<file path="config.mk">
export PLATFORM = sky130hd
export DESIGN_NAME = trena_uc_n_flat
export DESIGN_NICKNAME = d
export VERILOG_FILES = /design/src/rtl/trena_uc_n_if.sv /design/src/rtl/trena_uc_n.sv /design/src/flat_wrapper.sv
export SDC_FILE = /design/constraint.sdc
export NUM_CORES = 1
export LEC_CHECK = 0
export ABC_AREA = 1
export CAP_MARGIN = 20
export CORE_MARGIN = 3
export CORE_UTILIZATION = 33
export DETAILED_ROUTE_END_ITERATION = 12
export GPL_TIMING_DRIVEN = 1
export SYNTH_ARGS = -nofsm -noshare
export SYNTH_HDL_FRONTEND = slang
export SYNTH_SLANG_ARGS = --single-unit
</file>
<file path="constraint.sdc">
create_clock -name clock -period 1.85 [get_ports clock]
set_clock_uncertainty 0.2 [all_clocks]
set_input_delay 0.2775 -clock clock [delete_from_list [all_inputs] [get_ports clock]]
set_output_delay 0.2775 -clock clock [all_outputs]
set_load 0.01 [all_outputs]
</file>
<file path="src/rtl/trena_uc_n_if.sv">
// trena_uc_n_if: sensor trigger and serial-TX character handshake of the trena control unit
interface trena_uc_n_if #(parameter int SEL_W = 2);
    logic medir;
    logic pronto_medida;
    logic partida_serial;
    logic pronto_serial;
    logic [SEL_W-1:0] sel_letra;
    modport master (output medir, partida_serial, sel_letra, input pronto_medida, pronto_serial);
    modport slave (input medir, partida_serial, sel_letra, output pronto_medida, pronto_serial);
endinterface

</file>
<file path="src/rtl/trena_uc_n.sv">
// trena_uc_n: trena control unit; single/periodic measurement with timeout, then per-character TX sequencing.
// Optional TRENA_UC_N_CANCELA_EN adds a cancela input that abandons the frame without issuing pronto.
module trena_uc_n #(
    parameter int N_CHARS = 4,
    parameter int SEL_W = 2,
    parameter int AUTO_PERIOD = 50000000,
    parameter int TIMEOUT = 5000000
) (
    input logic clock,
    input logic reset,
    input logic mensurar,
    input logic modo_auto,
`ifdef TRENA_UC_N_CANCELA_EN
    input logic cancela,
`endif
    trena_uc_n_if.master bus,
    output logic pronto,
    output logic erro_timeout,
    output logic [3:0] db_estado
);
    localparam int PW = $clog2(AUTO_PERIOD);
    localparam int TW = $clog2(TIMEOUT);
    localparam logic [SEL_W-1:0] LAST = SEL_W'(N_CHARS - 1);
    typedef enum logic [3:0] {
        INICIAL = 4'h0,
        MEDIR = 4'h1,
        AGUARDA_MEDIDA = 4'h2,
        TRANSMITE = 4'h3,
        ESPERA_SERIAL = 4'h4,
        PROXIMO = 4'h5,
        ESPERA_AUTO = 4'hA,
        ERRO = 4'hE,
        FINAL = 4'hF
    } state_t;
    state_t state, state_next;
    logic [PW-1:0] cnt_auto;
    logic [TW-1:0] cnt_timeout;
    logic [SEL_W-1:0] idx;
    logic cancel_now, cancel_serial;
    logic period_done, timeout_done;
    assign period_done = cnt_auto == PW'(AUTO_PERIOD - 1);
    assign timeout_done = cnt_timeout == TW'(TIMEOUT - 1);
`ifdef TRENA_UC_N_CANCELA_EN
    logic cancel_pend;
    // a cancel seen mid-character is held until that character finishes
    always_ff @(posedge clock)
        cancel_pend <= !reset && state_next == ESPERA_SERIAL && (cancel_pend || cancela);
    assign cancel_now = cancela;
    assign cancel_serial = cancela || cancel_pend;
`else
    assign cancel_now = 1'b0;
    assign cancel_serial = 1'b0;
`endif
    always_comb begin
        state_next = INICIAL;
        case (state)
            INICIAL: state_next = cancel_now ? INICIAL : modo_auto ? ESPERA_AUTO : mensurar ? MEDIR : INICIAL;
            ESPERA_AUTO: state_next = (cancel_now || !modo_auto) ? INICIAL : period_done ? MEDIR : ESPERA_AUTO;
            MEDIR: state_next = cancel_now ? INICIAL : AGUARDA_MEDIDA;
            AGUARDA_MEDIDA: state_next = cancel_now ? INICIAL : pronto_medida_w() ? TRANSMITE : timeout_done ? ERRO : AGUARDA_MEDIDA;
            TRANSMITE: state_next = cancel_now ? INICIAL : ESPERA_SERIAL;
            ESPERA_SERIAL: state_next = !bus.pronto_serial ? ESPERA_SERIAL : cancel_serial ? INICIAL : idx == LAST ? FINAL : PROXIMO;
            PROXIMO: state_next = cancel_now ? INICIAL : TRANSMITE;
            FINAL, ERRO: state_next = (modo_auto && !cancel_now) ? ESPERA_AUTO : INICIAL;
            default: state_next = INICIAL;
        endcase
    end
    function automatic logic pronto_medida_w();
        return bus.pronto_medida;
    endfunction
    always_ff @(posedge clock) begin
        if (reset) begin
            state <= INICIAL;
            idx <= '0;
            cnt_auto <= '0;
            cnt_timeout <= '0;
            erro_timeout <= 1'b0;
        end else begin
            state <= state_next;
            idx <= state == MEDIR ? '0 : state == PROXIMO ? idx + 1'b1 : idx;
            cnt_auto <= state == ESPERA_AUTO ? cnt_auto + 1'b1 : '0;
            cnt_timeout <= state == AGUARDA_MEDIDA ? cnt_timeout + 1'b1 : '0;
            erro_timeout <= state_next == MEDIR ? 1'b0 : state_next == ERRO ? 1'b1 : erro_timeout;
        end
    end
    assign bus.medir = state == MEDIR;
    assign bus.partida_serial = state == TRANSMITE;
    assign bus.sel_letra = (state inside {TRANSMITE, ESPERA_SERIAL, PROXIMO}) ? idx : '0;
    assign pronto = state == FINAL;
    assign db_estado = state;
endmodule

</file>
<file path="src/flat_wrapper.sv">
// flat-port wrapper written by rule: the top's interface ports become plain ports
module trena_uc_n_flat 
#(
    parameter int N_CHARS = 4,
    parameter int SEL_W = 2,
    parameter int AUTO_PERIOD = 50000000,
    parameter int TIMEOUT = 5000000
)
  (clock, reset, mensurar, modo_auto, pronto, erro_timeout, db_estado, bus_medir, bus_partida_serial, bus_sel_letra, bus_pronto_medida, bus_pronto_serial);
  trena_uc_n_if #(.SEL_W(SEL_W)) bus_i ();
  input logic clock;
  input logic reset;
  input logic mensurar;
  input logic modo_auto;
  output logic pronto;
  output logic erro_timeout;
  output logic [3:0] db_estado;
  output wire logic [$bits(bus_i.medir)-1:0] bus_medir;
  output wire logic [$bits(bus_i.partida_serial)-1:0] bus_partida_serial;
  output wire logic [$bits(bus_i.sel_letra)-1:0] bus_sel_letra;
  input wire logic [$bits(bus_i.pronto_medida)-1:0] bus_pronto_medida;
  input wire logic [$bits(bus_i.pronto_serial)-1:0] bus_pronto_serial;
  assign bus_medir = bus_i.medir;
  assign bus_partida_serial = bus_i.partida_serial;
  assign bus_sel_letra = bus_i.sel_letra;
  assign bus_i.pronto_medida = bus_pronto_medida;
  assign bus_i.pronto_serial = bus_pronto_serial;
  trena_uc_n #(.N_CHARS(N_CHARS), .SEL_W(SEL_W), .AUTO_PERIOD(AUTO_PERIOD), .TIMEOUT(TIMEOUT)) u_core (.clock(clock), .reset(reset), .mensurar(mensurar), .modo_auto(modo_auto), .bus(bus_i), .pronto(pronto), .erro_timeout(erro_timeout), .db_estado(db_estado));
endmodule
</file>
==> results of run 1 <==
[per-layer routing]
layer,routed length [um],up-vias
met1,3700,1413
met3,247,6
li1,-,1619
met5,0,-
met2,3370,42
met4,63,0
[cell type report]
cell class / instances / area (um^2)
fill: 995 / 5520
multi-input combinational: 361 / 1860
sequential: 56 / 1130
timing repair buffer: 37 / 307
inverter: 57 / 219
tap: 129 / 161
clock buffer: 7 / 76.3
clock inverter: 1 / 8.76
[what timing repair did]
action,4_1_cts,5_1_grt
buffers inserted,3,4
endpoints found under the setup margin,7,14
pin swaps,3,6
gates resized for setup,21,23
[power groups by stage]
stage                     sequential (W)  combinational, W  clock [W]
after floorplan                  0.00127          0.000123          0
after detailed placement         0.00126          0.000235          0
after global routing             0.00124          0.000283   0.000742
after CTS                        0.00123          0.000249   0.000708
final                            0.00124          0.000258   0.000677
after global placement           0.00126          0.000237          0
[worst reg2reg max path: stages, from the launching register on]
cell and delay (ps):
dfxtp_1 360, ha_1 170, nand2_1 110, nor2_4 200, buf_4 150, nand2_1 60, inv_1 130, nor2_1 60
a211oi_1 190
[flip-flops by register name, indices dropped and copies added, names as in the netlist]
signal,cells
u_core.db_estado,4
u_core.cnt_auto,26
u_core.erro_timeout,1
u_core.idx,2
u_core.cnt_timeout,23
[layout by cell type, fill, tap and decap left out, types with 3 or more instances in the layout]
master | synthesis | routed
nor2_4 | 8 | 11
nand3b_1 | 5 | 5
inv_1 | 54 | 52
nand3_1 | 34 | 33
a21oi_2 | 12 | 12
dfxtp_1 | 56 | 52
ha_1 | 3 | 3
dfxtp_2 | 0 | 3
o21a_1 | 3 | 3
nand4_1 | 12 | 12
nand2_1 | 117 | 113
nor2_1 | 87 | 81
inv_2 | 1 | 3
a21oi_1 | 26 | 25
nor2_2 | 6 | 9
xor2_1 | 4 | 4
nor3b_1 | 5 | 5
o21ai_0 | 15 | 15
nand2_2 | 2 | 6
clkbuf_8 | 0 | 5
clkdlybuf4s50_1 | 0 | 7
buf_4 | 0 | 22
nor3_1 | 13 | 13
[kinds of logic (layout without fill, tap and decap cells)]
logic type	after synthesis	count (layout)	synth area share, %
simple gates	296	296	43.5
buf+inv	59	102	7.88
compound gates	57	57	10.7
flops	56	56	35.3
xor+xnor	5	5	1.38
fa+ha+maj	3	3	1.18
[path summary, 6_finish.rpt]
kind / startpoint / end / slack (ps) / depth (start not counted)
setup reg to reg: u_core.cnt_auto[0] / u_core.cnt_auto[6] / 150 / 8
hold / removal: u_core.cnt_auto[0] / u_core.cnt_auto[0] / 250 / 1
hold reg to reg: u_core.cnt_auto[0] / u_core.cnt_auto[0] / 250 / 1
setup / recovery: u_core.db_estado[3] / bus_sel_letra[0] / 50 / 7
[through the flow]
step	cells	total power, W	util (%)	setup TNS (ps)
2_1_floorplan	476	0.00139	-	0
3_3_place_gp	633	0.00150	38.4	-147
3_5_place_dp	633	0.00149	38.4	-285
4_1_cts	644	0.00219	39.9	-35.5
5_1_grt	648	0.00226	40.5	-63.9
6_report	648	0.00217	40.5	0
==> summary.txt, run 1 <==
Power
  • Clock power share: 31.2%
  • Logic pwr share: 11.9%
  • Worst vdd ir: 0.362 mV
  • Net Switching: about 0.00057 W
  • PwrDens: 577 nW/um^2
  • P_leak: 1.28 nW
  • Switching Fraction: 26.3%
  • P_int: 0.00160 W
  • Flop pwr share: 56.9%

Clock network
  • Clk sink count: 56
  • CTS root buf: clkbuf_8
  • Clock latency on the worst-skew pair: 310 ps
  • CTS tree: yes
  • Htree depth: 2
  • Reg clk slew, reported paths: 90 ps
  • CTS buffer count: 5
  • Hold_buf cts: 0
  • Clk buf depth: 2

Timing
  • Slew HR: 75.7%
  • Final hold viol count: 0
  • RSZ-0062 raised after global routing: yes
  • Tmin final: 1800 ps
  • Hold_ws: 252 ps
  • Max Slew Vio Count: 0
  • Final setup viols: 0
  • Fmax: 554 MHz
  • Final period util: 97.5%
  • Final setup margin: ~47 ps
  • Least-Margin Pin Slew: 364 ps

Logic synthesis
  • Post-synth cell types: 31
  • Mapped Area: 3180 um^2
  • Sequential-to-total area share from yosys stat: 35.3%
  • Top FF cell, synth: dfxtp_1
  • Number of synthesized flops with an enable pin: 0
  • Top-count cell post-synth: nand2_1
  • Synth area leader: dfxtp_1
  • Cell count after synthesis: 476
  • Synth warnings: 0
  • Share of the synthesized area in the top cell type: between 30% and 40%
  • Syn_nets: 485
  • Ranking of synthesized cells by area: dfxtp_1, nand2_1, nor2_1
  • Synth top cells by count: nand2_1, nor2_1, dfxtp_1, inv_1, nand3_1
  • Synthesized flop and latch total: 56
  • Ys async rst share: 0%
  • Syn avg cell area: 6.67 um^2

Min path
  • Worst min path class: reg2reg

Routing
  • Drt first pass iters: 5
  • Wire length per cell: around 11 um
  • DRT iter0 DRCs: between 100 and 150
  • Via Count: 3,080
  • Routed wire length: 7370 um
  • Post-route ant nets: 0
  • DRC Markers: 0
  • Via-to-Cell Ratio: 4.75

Critical path
  • Crit-path cells: buf_6, nor2_4, nand3_2, nand2_2, nand2_1, inv_1, buf_2
  • CP startpoint kind: flop
  • Kind of cell adding the most delay to the critical path: simple AND/OR/NAND/NOR gates
  • Worst path max stage delay: about 330 ps
  • Critical-path top delay cell: dfxtp_2
  • Critical Path RT: 1370 ps
  • CP endpoint kind: primary output
  • Crit path kind: reg2out
  • Worst Path Max Fanout: 4
  • Worst EP arrival: ~1300 ps
  • CP Buf/Inv Count: 3

Floorplanning
  • Height of the die: between 100 and 150 um
  • Placeable Area: between 9000 and 10,000 um^2
  • DIE WIDTH: 104 um
  • Io pins: 16
  • Cell Rows: 35
  • Starting density of the core: 34.2%
  • Total Die Area: 10,800 um^2

Job
  • Max cap viols: 0

Global routing
  • Largest net degree at the start of global routing: 20
  • Global routing usage on met2: 23.4%
  • Routing usage on met3: under 10%
  • Gr usage total: between 10 and 15%
  • Vias in the first global route: 3,025
  • Grt met1 use: between 10% and 20%
  • First-pass GRT wire length: ~13,000 um
  • Global route hottest layer: met2
  • Overflow after GRT: 0
  • Initial antenna violation count: 0

Layout
  • Proportion of layout cells with a drive suffix above 1: approximately 17%
  • Design area: roughly 3800 um^2
  • Diodes inserted: 0
  • Nets@finish: 527
  • Area grow syn2layout: 18.4%

Outcome
  • Status: completed

Placed design
  • Post-DP HPWL: 5660 um
  • Placed Area: 3570 um^2
  • Routability cong.: 0.880
  • Worst slack, placed: -145 ps
  • IO buf count: 15
Note: power is estimated with default switching activity, not from simulation.
==> inputs of run 2 (changes only) <==
--- a/config.mk
+++ b/config.mk
@@ -10,6 +10,7 @@
 export CORE_MARGIN = 3
 export CORE_UTILIZATION = 33
 export DETAILED_ROUTE_END_ITERATION = 12
+export GPL_ROUTABILITY_DRIVEN = 0
 export GPL_TIMING_DRIVEN = 1
 export SYNTH_ARGS = -nofsm -noshare
 export SYNTH_HDL_FRONTEND = slang
==> results of run 2 <==
The final DEF is identical to that of run 1; final timing and power are the same.
